==> config.mk <==
export PLATFORM = sky130hd
export DESIGN_NAME = ram_arbiter
export DESIGN_NICKNAME = d
export VERILOG_FILES = /design/src/rtl/ram_arbiter_pkg.sv /design/src/rtl/ram_arbiter_load_ext.sv /design/src/rtl/ram_arbiter.sv
export SDC_FILE = /design/constraint.sdc
export NUM_CORES = 1
export LEC_CHECK = 0
export BUFFER_PORTS_ARGS = -buffer_cell sky130_fd_sc_hd__buf_2
export CORE_MARGIN = 5
export CORE_UTILIZATION = 30
export DETAILED_ROUTE_END_ITERATION = 10
export PLACE_DENSITY = 0.64
export RECOVER_POWER = 25
export SYNTH_ARGS = -nofsm -noshare
export SYNTH_HDL_FRONTEND = slang
export SYNTH_SLANG_ARGS = --single-unit
==> constraint.sdc <==
create_clock -name clk -period 6.7 [get_ports clk]
set_clock_uncertainty 0.2 [all_clocks]
set_input_delay 1.34 -clock clk [delete_from_list [all_inputs] [get_ports clk]]
set_output_delay 1.34 -clock clk [all_outputs]
set_load 0.02 [all_outputs]
==> src/rtl/ram_arbiter_pkg.sv <==
// Shared widths, access-size encodings and byte-enable decode for the data RAM arbiter.
package ram_arbiter_pkg;

    localparam int unsigned XLEN = 64;
    localparam int unsigned BE_W = XLEN / 8;

    localparam logic [1:0] SIZE_B = 2'd0;
    localparam logic [1:0] SIZE_H = 2'd1;
    localparam logic [1:0] SIZE_W = 2'd2;
    localparam logic [1:0] SIZE_D = 2'd3;

    typedef enum logic {
        PRIO_LS = 1'b0,
        PRIO_IF = 1'b1
    } prio_e;

    // LSB-aligned byte lanes touched by an access of the given size.
    function automatic logic [BE_W-1:0] size_to_be(input logic [1:0] size);
        case (size)
            SIZE_B:  return BE_W'(8'h01);
            SIZE_H:  return BE_W'(8'h03);
            SIZE_W:  return BE_W'(8'h0F);
            default: return BE_W'(8'hFF);
        endcase
    endfunction

endpackage

==> src/rtl/ram_arbiter_load_ext.sv <==
// Selects the low byte/half/word of raw load data and sign- or zero-extends it.
module ram_arbiter_load_ext
    import ram_arbiter_pkg::*;
(
    input  logic [1:0]      size,
    input  logic            is_unsigned,
    input  logic [XLEN-1:0] raw,
    output logic [XLEN-1:0] data
);

    always_comb begin
        data = raw;
        case (size)
            SIZE_B: data = is_unsigned ? XLEN'(raw[7:0])
                                       : {{(XLEN-8){raw[7]}}, raw[7:0]};
            SIZE_H: data = is_unsigned ? XLEN'(raw[15:0])
                                       : {{(XLEN-16){raw[15]}}, raw[15:0]};
            SIZE_W: data = is_unsigned ? XLEN'(raw[31:0])
                                       : {{(XLEN-32){raw[31]}}, raw[31:0]};
            default: data = raw;
        endcase
    end

endmodule

==> src/rtl/ram_arbiter.sv <==
// Round-robin arbiter sharing one byte-addressed data RAM between instruction fetch
// and load/store, with range checking and a one-cycle registered response.
module ram_arbiter
    import ram_arbiter_pkg::*;
#(
    parameter int unsigned SIZE = 1024
) (
    input  logic            clk,
    input  logic            rst,

    input  logic            if_req_valid_i,
    output logic            if_req_ready_o,
    input  logic [XLEN-1:0] if_addr_i,
    output logic            if_rsp_valid_o,
    output logic [XLEN-1:0] if_rsp_data_o,
    output logic            if_rsp_err_o,

    input  logic            ls_req_valid_i,
    output logic            ls_req_ready_o,
    input  logic [XLEN-1:0] ls_addr_i,
    input  logic            ls_wen_i,
    input  logic [1:0]      ls_size_i,
    input  logic            ls_unsigned_i,
    input  logic [XLEN-1:0] ls_wdata_i,
    output logic            ls_rsp_valid_o,
    output logic [XLEN-1:0] ls_rsp_data_o,
    output logic            ls_rsp_err_o,

    output logic [XLEN-1:0] ram_addr_o,
    output logic            ram_wen_o,
    output logic [BE_W-1:0] ram_byte_en_o,
    output logic [XLEN-1:0] ram_wdata_o,
    output logic            ram_ren_o,
    input  logic [XLEN-1:0] ram_rdata_i
);

    // One extra bit so addr + 8 cannot wrap past the top of the address space.
    localparam int unsigned    AW    = XLEN + 1;
    localparam logic [AW-1:0]  LIMIT = AW'(SIZE);

    prio_e           prio_q;
    prio_e           prio_d;
    logic            grant_if;
    logic            grant_ls;
    logic            accept_if;
    logic            accept_ls;
    logic [XLEN-1:0] req_addr;
    logic            in_range;

    logic            if_rsp_valid_q;
    logic            if_rsp_err_q;
    logic [XLEN-1:0] if_rsp_data_q;
    logic            ls_rsp_valid_q;
    logic            ls_rsp_err_q;
    logic [XLEN-1:0] ls_rsp_raw_q;
    logic [1:0]      ls_rsp_size_q;
    logic            ls_rsp_unsigned_q;
    logic [XLEN-1:0] ls_ext_data;

    always_ff @(posedge clk) begin
        if (rst) begin
            prio_q <= PRIO_LS;
        end else begin
            prio_q <= prio_d;
        end
    end

    // Conflicts go to the priority holder and hand priority over; lone requests leave it alone.
    always_comb begin
        prio_d   = prio_q;
        grant_if = 1'b0;
        grant_ls = 1'b0;
        if (if_req_valid_i && ls_req_valid_i) begin
            if (prio_q == PRIO_IF) begin
                grant_if = 1'b1;
                prio_d   = PRIO_LS;
            end else begin
                grant_ls = 1'b1;
                prio_d   = PRIO_IF;
            end
        end else if (if_req_valid_i) begin
            grant_if = 1'b1;
        end else if (ls_req_valid_i) begin
            grant_ls = 1'b1;
        end
    end

    assign if_req_ready_o = grant_if & ~rst;
    assign ls_req_ready_o = grant_ls & ~rst;
    assign accept_if      = if_req_valid_i & if_req_ready_o;
    assign accept_ls      = ls_req_valid_i & ls_req_ready_o;

    assign req_addr = accept_if ? if_addr_i : ls_addr_i;
    assign in_range = ({1'b0, req_addr} + AW'(8)) <= LIMIT;

    assign ram_addr_o  = req_addr;
    assign ram_wdata_o = ls_wdata_i;
    assign ram_ren_o   = (accept_if | (accept_ls & ~ls_wen_i)) & in_range;
    assign ram_wen_o   = accept_ls & ls_wen_i & in_range;

    always_comb begin
        ram_byte_en_o = '0;
        if (accept_if) begin
            ram_byte_en_o = '1;
        end else if (accept_ls) begin
            ram_byte_en_o = size_to_be(ls_size_i);
        end
    end

    // Response registers; stores and rejected accesses capture zero data.
    always_ff @(posedge clk) begin
        if (rst) begin
            if_rsp_valid_q    <= 1'b0;
            if_rsp_err_q      <= 1'b0;
            if_rsp_data_q     <= '0;
            ls_rsp_valid_q    <= 1'b0;
            ls_rsp_err_q      <= 1'b0;
            ls_rsp_raw_q      <= '0;
            ls_rsp_size_q     <= SIZE_D;
            ls_rsp_unsigned_q <= 1'b0;
        end else begin
            if_rsp_valid_q <= accept_if;
            ls_rsp_valid_q <= accept_ls;
            if (accept_if) begin
                if_rsp_err_q  <= ~in_range;
                if_rsp_data_q <= in_range ? ram_rdata_i : '0;
            end
            if (accept_ls) begin
                ls_rsp_err_q      <= ~in_range;
                ls_rsp_raw_q      <= (in_range && !ls_wen_i) ? ram_rdata_i : '0;
                ls_rsp_size_q     <= ls_size_i;
                ls_rsp_unsigned_q <= ls_unsigned_i;
            end
        end
    end

    ram_arbiter_load_ext u_load_ext (
        .size        (ls_rsp_size_q),
        .is_unsigned (ls_rsp_unsigned_q),
        .raw         (ls_rsp_raw_q),
        .data        (ls_ext_data)
    );

    // A response still pending when reset arrives is masked for that cycle, then cleared.
    assign if_rsp_valid_o = if_rsp_valid_q & ~rst;
    assign if_rsp_err_o   = if_rsp_err_q & ~rst;
    assign if_rsp_data_o  = if_rsp_data_q & {XLEN{~rst}};
    assign ls_rsp_valid_o = ls_rsp_valid_q & ~rst;
    assign ls_rsp_err_o   = ls_rsp_err_q & ~rst;
    assign ls_rsp_data_o  = ls_ext_data & {XLEN{~rst}};

endmodule

Word-level counts from Yosys, hierarchy flattened
Index checks and enable logic that the tools add are counted.

$add $sub $neg: 1. $mul: 0. Divide/modulo/power cells: 0. $lt $le $gt $ge: 1. Equality and inequality tests: 4. Shift operators: 0. Mux-type cells: 17. Bitwise gates (word level): 18. Reduce and logical (&&, ||, !) cells: 5.

Operators with widths (number): $mux W64 (6); $pmux W64 S3 (1); $and A64 B64 Y64 (2); $add A64 B4 Y65 const B (1); $le A65 B11 Y1 const B (1); $pmux W8 S3 (1); $mux W8 (2); $and A1 B1 Y1 (12); $mux W1 (7); $eq A2 B1 Y1 const B (2); $eq A2 B2 Y1 const B (2); $logic_not A2 Y1 (2); $not A1 Y1 (3); $logic_and A1 B1 Y1 (2); $logic_not A1 Y1 (1); $or A1 B1 Y1 (1).

Bits in registers: 136. Bits in latches: 0. Bits in writable memories: 0. ROM bits: 0. Bits of input ports: 264. Logic and storage cells: 55. Memories: 0.

Depth between registers and ports, before layout
Gate-level depths: netlist of the first run.

Depth in word-level cells: 9. Gate-level depth with buffers: 25.

Cells and area by module
A second synthesis of the first run with hierarchy kept.

Cells, all modules: 1591. Area, all modules: 12707.2 µm².

Modules (own cells, without submodules): ram_arbiter (times used 1, cells each 1441, area each 11853.9 µm²); ram_arbiter_load_ext (times used 1, cells each 150, area each 853.3 µm²).

Least setup slack after synthesis of the first run
Ideal clock, no wire load.

Path kind: input-to-output. Start: input rst. End: output ram_ren_o. Arrival time: 6.107 ns. Path slack: -0.947 ns. Stages: 24. Path buffers: 11. Cell sequence: and2b_4 nand2_4 inv_6 buf_6 buf_6 buf_6 buf_6 buf_2 clkbuf_1 buf_1 nand2_1 nand2_1 ha_1 clkbuf_1 o21a_1 and3_1 clkbuf_1 a31oi_1 or3b_4 nor4_4 nand3_2 buf_6 buf_6 nor4_2.

Cells in the longest elaborated chain, start to end: 7.

RTL lines: from (decl) (line ram_arbiter.sv:9) `input logic rst,`; $not A1 Y1 (line ram_arbiter.sv:88) `assign if_req_ready_o = grant_if & ~rst;`; $and A1 B1 Y1 (line ram_arbiter.sv:88); named net if_req_ready_o (line ram_arbiter.sv:12) `output logic if_req_ready_o,`; $and A1 B1 Y1 (line ram_arbiter.sv:90) `assign accept_if = if_req_valid_i & if_req_ready_o;`; $mux W64 (line ram_arbiter.sv:93) `assign req_addr = accept_if ? if_addr_i : ls_addr_i;`; named net ram_addr_o[4] (line ram_arbiter.sv:29) `output logic [XLEN-1:0] ram_addr_o,`; $add A64 B4 Y65 (line ram_arbiter.sv:94) `assign in_range = ({1'b0, req_addr} + AW'(8)) <= LIMIT;`; $le A65 B11 Y1 (line ram_arbiter.sv:94); $and A1 B1 Y1 (line ram_arbiter.sv:98) `assign ram_ren_o = (accept_if | (accept_ls & ~ls_wen_i)) & in_range;`; to (decl) (line ram_arbiter.sv:33) `output logic ram_ren_o,`.

The timed path passes the listed nets, and every way through them passes these cells.

Final worst setup path of the first run
Start: input rst. End: output ram_wen_o.

Cells in the longest elaborated chain, start to end: 7.

RTL lines: $not A1 Y1 * (line ram_arbiter.sv:88, ram_arbiter.sv:89); $and A1 B1 Y1 (line ram_arbiter.sv:88); $and A1 B1 Y1 (line ram_arbiter.sv:90); $mux W64 (line ram_arbiter.sv:93); $add A64 B4 Y65 (line ram_arbiter.sv:94); $le A65 B11 Y1 (line ram_arbiter.sv:94); $and A1 B1 Y1 * (line ram_arbiter.sv:99) `assign ram_wen_o = accept_ls & ls_wen_i & in_range;`; to (decl) (line ram_arbiter.sv:30) `output logic ram_wen_o,`.

Every way passes the cells marked *; elsewhere a longest branch is shown, timed or not.

==> flow_summary.toml, run 1 <==
[finish]
drive_gt1_share_pct = 25.3
finalNetCount = 2255
post-route-util_pct = 36.0
areaGrowthSynthToFinish_pct = 19.4
final_cell_area_sq_mm = 0.0142

[logic_synthesis]
ys.flop_type = "dfxtp_1"
ys_types = 89
synthTopCellsByArea = "dfxtp_1, nand2_1, nand4_1"
yosys.area.top_type_share_pct = 22.9
synth-seq-cells = 136
synth_fp_nets = 2033
synth.most_common_cell = "nand2_1"
ys_seq_area_share_pct = 22.9
yosysWarnings = 0
avgSynthCellArea_sq_um = 6.72
yosysTopAreaCell = "dfxtp_1"
synth_common_cells = "nand2_1, a21oi_1, nand4_1"
synth_edf_count = 0
synthArstFlopShare_pct = 0
synthCells = 1768
syn-cell-area_sq_mm = 0.0119

[outcome]
status = "finished, violations left"
violations = "capacitance limit, slew limit"

[clock_network]
clkSinkCount = 136
hold_buffers = 0
h-tree-depth = 4
clkTransAtPathRegs_ps = 60
cts_root_buffer = "clkbuf_16"
cts_buffers = 17
clk_latency_ps = 420
ctsResizeCount = 0
cts_setup_buffers = 0
cts_tree = "built"
cts_buffer_depth = 2

[setup_path]
r2r_slack_ps = 1750
crit_arrival_ps = 4830
endpoint_kind = "primary output"
setup.worst_path.start = "rst"
reg2reg_from = "prio_q"
cp.required_ps = 5160
critical_path_class = "in2out"
critPathLaunchType = "input port"
crit_fanout = 33

[sta]
setup_viol = 0
rsz0062_at_grt = "false"
relSlewSlack_pct = -36.4
finalWorstPathRequiredPeriod_ps = 6370
finalHoldViolations = 0
post-route-period-util_pct = 95.0
finalSetupTns_ps = 0
fmax_mhz = 157
worst_pin_slew_ps = 2050
slew_viol_final = 32

[die]
core_area_sq_mm = 0.0395
initial_utilization_pct = 30.1
top_level_ports = 536
rows = 73
die-area_sq_mm = 0.0437
dieHeight_um = 209
die_x_um = 209

[power_and_ir_drop]
leakage_nw = 5.34
vdd_ir_drop_max_mv = 0.164
cellPowerDensity_mw_per_mm2 = 163

[routing]
drc = 0
routedWlPerCell_um = 21.5
drt_iter0_drc = 1572
dr.pass1.iters = 6
vias = 14490
drt-total-wl_mm = 54.4
viasPerCell = 5.72
detail-route-antenna-nets = 0

[placement]
dp_hpwl_mm = 39.7
gp_congestion = 0.964
portBuffers = 407
post_dp_cell_area_sq_mm = 0.0137

[grt]
gr-usage-all-layers_pct = 23.4
grt_pass1_vias = 13720
gr-total-overflow = 0
grt_first_pass_wirelength_mm = 83.4
grt_antenna_before_repair = 10
grt_max_degree = 105

[hold_path]
worstHoldPathType = "reg2reg"
hold_start = "ls_rsp_raw_q[40]"

[job]
maxCapViolations = 1
## cell usage in the layout, fill, tap and decap left out, types with 6 or more instances in the layout
cell	synthesis	routed
nand4_1	151	151
or3_1	6	6
dfxtp_1	136	136
mux2_2	15	15
nand2_1	390	388
a21oi_1	172	170
nor3_1	26	24
inv_1	35	35
buf_2	43	376
diode_2	0	6
a41oi_1	9	9
clkbuf_16	0	17
nand3_1	40	39
nor4_1	16	16
xnor2_1	12	12
nor2b_1	78	78
and4_1	11	11
a211oi_1	9	9
clkbuf_1	96	35
a31oi_1	12	12
mux2i_1	31	31
buf_4	70	28
a2111oi_0	6	6
nor2_1	30	30
o21ai_1	124	124
xor2_1	6	6
o22ai_1	13	13
o21ai_0	32	31
o21a_1	37	36
and3_1	16	16
or2_2	7	7
o31ai_1	6	6
## metal layers
| metal | vias to the layer above | GRT usage (%) | share of wire, % |
|---|---|---|---|
| li1 | 6711 | - | - |
| met1 | 6821 | 32.3 | 44 |
| met2 | 809 | 35.5 | 44 |
| met3 | 141 | 4.49 | 8.0 |
| met4 | 8 | 10.1 | 4.4 |
| met5 | - | 0 | 0.086 |
## flip-flops by register name, indices dropped and copies added (netlist names)
name / cells
ls_rsp_err_q: 1
if_rsp_err_q: 1
ls_rsp_valid_q: 1
ls_rsp_raw_q: 64
ls_rsp_size_q: 2
ls_rsp_unsigned_q: 1
if_rsp_valid_q: 1
prio_q: 1
if_rsp_data_q: 64
## final timing paths
kind,endpoint,cells past startpoint
max,ram_wen_o,17
min,ls_rsp_raw_q[40],2
max reg2reg,ls_rsp_raw_q[29],15
min reg2reg,ls_rsp_raw_q[40],2
## critical path, cell delays in order
cell,delay [ps]
clkbuf_1,100
and2b_4,270
nand2_4,130
inv_6,290
nand2_1,120
nand2_2,80
ha_1,360
nand3_1,150
o32a_1,290
nand2b_1,140
o311ai_1,100
a31oi_1,120
a2111oi_0,330
and4_1,390
nand3_4,140
nor4_4,240
buf_2,230
## cells by family after synthesis
kind of cell	synth area share (%)
buffers and inverters	12.0
AOI/OAI and AO/OA	24.6
adders and majority gates	0.105
and+or+nand+nor	34.8
DFF	22.9
muxes	4.35
xor gates and xnor gates	1.33
## power breakdown
group,total (mW),leakage [nW],internal [mW],switching [mW]
Sequential,0.819,1.10,0.812,0.00675
Combinational,0.573,3.98,0.173,0.400
Clock,0.924,0.264,0.526,0.398
## metrics by stage
stage          worst slack [ps]  power [mW]  hold WS (ps)  cells
6_report                    335        2.32           250   2534
3_3_place_gp                469        1.40           235   2496
5_1_grt                    54.5        2.40           263   2534
3_5_place_dp                370        1.40           242   2496
4_1_cts                     333        2.33           251   2528
2_1_floorplan              13.1        1.22           222   1768
## area by class of cell
class	instances	area, sq um
Fill cell	4359	25300
Multi-Input combinational cell	1361	7850
Sequential cell	136	2720
Timing Repair Buffer	438	2240
Tap cell	525	657
Clock buffer	20	447
Inverter	36	140
Clock inverter	12	118
Antenna cell	6	15.0
(Power assumes the default switching activity.)
==> inputs of run 2 (changes only) <==
- ABC_AREA: not set -> 1
- ABC_CLOCK_PERIOD_IN_PS: not set -> 6700
- CORE_AREA: not set -> 5 5 207 209
- CORE_MARGIN: 5 -> not set
- CORE_UTILIZATION: 30 -> not set
- DIE_AREA: not set -> 0 0 212 214
- PLACE_DENSITY: 0.64 -> 0.6
==> flow_summary.toml, run 2 <==
[routing]
highest_layer = "met4"
detail-route-antenna-nets = 0
wl_met2_mm = 21.5
viasPerCell = 4.61
routedWlPerCell_um = 16.2
drc = 0
wl_met3_mm = 3.18
drt_iter0_drc = 950
met1Wirelength_mm = 18.3
drt-total-wl_mm = 44.9
dr.pass1.iters = 5
vias = 12836

[power_and_ir_drop]
leakage_nw = 7.18
vdd_ir_drop_max_mv = 0.167
switching_share_pct = 34.1
power_frac_comb_pct = 23.6
cellPowerDensity_mw_per_mm2 = 174
p_sw_mw = 0.786
p_seq_share_pct = 35.6
internal_power_mw = 1.52
pwr-share-clk_pct = 40.9

[finish]
areaGrowthSynthToFinish_pct = 23.4
antenna_cells = 0
register_area_sq_mm = 0.00272
drive_gt1_share_pct = 23.5
nFillCells = 4575
multiInputGateArea_sq_mm = 0.00616
finalNetCount = 2502
final_cell_area_sq_mm = 0.0132
final_cell_mix = "nand2_1, buf_2, nor2_1"
reg.largest.list = "if_rsp_data_q x64, ls_rsp_raw_q x64, ls_rsp_size_q x2"
mostFrequentLayoutCell = "nand2_1"

[setup_path]
cp_slowest_stage_delay_ps = 370
crit_family = "simple AND/OR/NAND/NOR gates"
crit_fanout = 70
crit_arrival_ps = 4860
cp_slowest_cell = "nor2_1"
critPathLaunchType = "input port"
endpoint_kind = "primary output"
path_cells = "buf_2 -> inv_2 -> nor2_4 -> buf_12 -> nand3_1 -> nand2_1 -> ha_1 -> inv_1 -> nor2_2 -> nand3b_1 -> nor2_1 -> nand3_1 -> nand2_1 -> nand3_1 -> a21oi_1 -> nand3_1 -> nor2_4 -> nand3_4 -> nor3b_2 -> buf_2"
path_buf_inv = 5
cp.required_ps = 5160
critical_path_class = "in2out"
reg2reg_depth = 22
cp_common_cell = "nand3_1"
crit_cells = 20

[die]
die_x_um = 212
top_level_ports = 536
core_area_sq_mm = 0.0406
rows = 74
dieHeight_um = 214
die-area_sq_mm = 0.0454
initial_utilization_pct = 26.4

[logic_synthesis]
yosysTopAreaCell = "dfxtp_1"
synth_edf_count = 0
synth_fp_nets = 2210
ys_types = 34
synth_compound_area_share_pct = 3.45
yosysWarnings = 0
synthArstFlopShare_pct = 0
syn-cell-area_sq_mm = 0.0107
avgSynthCellArea_sq_um = 5.52
synth_common_cells = "nand2_1, nor2_1, inv_1"
yosys.area_share.simple_pct = 52.1
synth.most_common_cell = "nand2_1"
yosys.area_share.adder_pct = 0.117
ys.flop_type = "dfxtp_1"
synthCells = 1945
ys_seq_area_share_pct = 25.4
yosys.area.top_type_share_pct = 25.4
synthXorXnorAreaFrac_pct = 1.47
synthTopCellsByArea = "dfxtp_1, nand2_1, nor2_1"
synth-seq-cells = 136
muxShareOfSynthArea_pct = 0
synth_top_family_by_area = "simple AND/OR/NAND/NOR gates"

[sta]
finalWorstPathRequiredPeriod_ps = 6400
fmax_mhz = 156
finalHoldViolations = 0
post-route-period-util_pct = 95.5
relSlewSlack_pct = -118
finalSetupTns_ps = 0
setup_ws_ps = 301
rsz0062_at_grt = "false"
worst_pin_slew_ps = 3270
timing.hold.ws_ps = 269
slew_viol_final = 159
setup_viol = 0

[clock_network]
clk_latency_ps = 430
cts_buffer_depth = 2
cts_buffers = 17
cts_root_buffer = "clkbuf_16"
cts_setup_buffers = 0
cts_tree = "built"
clkSinkCount = 136
ctsResizeCount = 0
h-tree-depth = 4
clkTransAtPathRegs_ps = 60
hold_buffers = 0

[grt]
gr-usage-all-layers_pct = 18.8
grt_max_degree = 73
grt_first_pass_wirelength_mm = 68.4
grt_antenna_before_repair = 0
grt_pass1_vias = 12378
gr-total-overflow = 0

[placement]
portBuffers = 407
post_dp_cell_area_sq_mm = 0.0127
gp_congestion = 0.963
pre_cts_ws_ps = 348
dp_hpwl_mm = 35.9

[job]
maxCapViolations = 3

[hold_path]
worstHoldPathType = "reg2reg"
min_path_cells = 2

[outcome]
status = "finished, violations left"
violations = "capacitance limit, slew limit"
==> run 2: changes by cell type in the layout (fill, tap and decap cells not counted), moves of 31 or more <==
cell,delta
nand2_1,+337
inv_1,+203
nor2_1,+261
o21a_1,-32
nand4_1,-130
mux2i_1,-31
nand3_1,+116
nor2_2,+69
a21oi_1,-135
o21ai_1,-117
nor2b_1,-77
==> run 2: kinds of logic (layout without fill, tap and decap cells) <==
kind of cell             Yosys count  after routing
buffers and inverters            401            706
AND/OR/NAND/NOR                 1320           1320
AO/OA/AOI/OAI                     69             69
XOR/XNOR                          18             18
adder cells (fa/ha/maj)            1              1
flip-flops                       136            136
==> run 2: power groups by stage <==
| stage | Combinational [mW] | Clock, mW | Sequential (mW) |
|---|---|---|---|
| 3_3_place_gp | 0.547 | 0 | 0.838 |
| 3_5_place_dp | 0.547 | 0 | 0.838 |
| 2_1_floorplan | 0.382 | 0 | 0.835 |
| 6_report | 0.543 | 0.941 | 0.820 |
| 4_1_cts | 0.550 | 0.965 | 0.819 |
| 5_1_grt | 0.596 | 0.993 | 0.820 |
==> run 2: worst register-to-register path: cells and delay by family (launching register included) <==
kind	cells	cell delay, ps
flops	1	310
buf+inv	3	1130
simple gates	19	2860
==> run 2: worst paths after layout <==
check	start	end	slack (ps)
worst min-delay path	ls_rsp_raw_q[42]	ls_rsp_raw_q[42]	270
worst max-delay path	if_req_valid_i	ram_wen_o	300
worst min register to register	ls_rsp_raw_q[42]	ls_rsp_raw_q[42]	270
worst max register to register	prio_q	ls_rsp_raw_q[2]	2090
==> run 2: routing by layer <==
metal | GRT usage (%) | vias to the layer above
met5 | 0 | -
met4 | 8.57 | 0
met3 | 4.01 | 106
met2 | 32.4 | 504
met1 | 22.2 | 5830
li1 | - | 6396
==> run 2: stage by stage <==
step / utilization [%] / total power, mW / instances
CTS: 32.7 / 2.33 / 2782
floorplan: - / 1.22 / 1945
global placement: 31.3 / 1.38 / 2750
finish: 32.6 / 2.30 / 2782
detailed placement: 31.3 / 1.38 / 2750
global route: 32.6 / 2.41 / 2782
==> run 2: area by class of cell <==
type | count | area share [%]
clock buffers | 19 | 3.42
clock inverters | 13 | 1.02
flip-flops and latches | 136 | 20.6
repair buffers | 427 | 16.5
multi-input cells | 1408 | 46.5
inverters | 247 | 7.00
well taps | 532 | 5.03
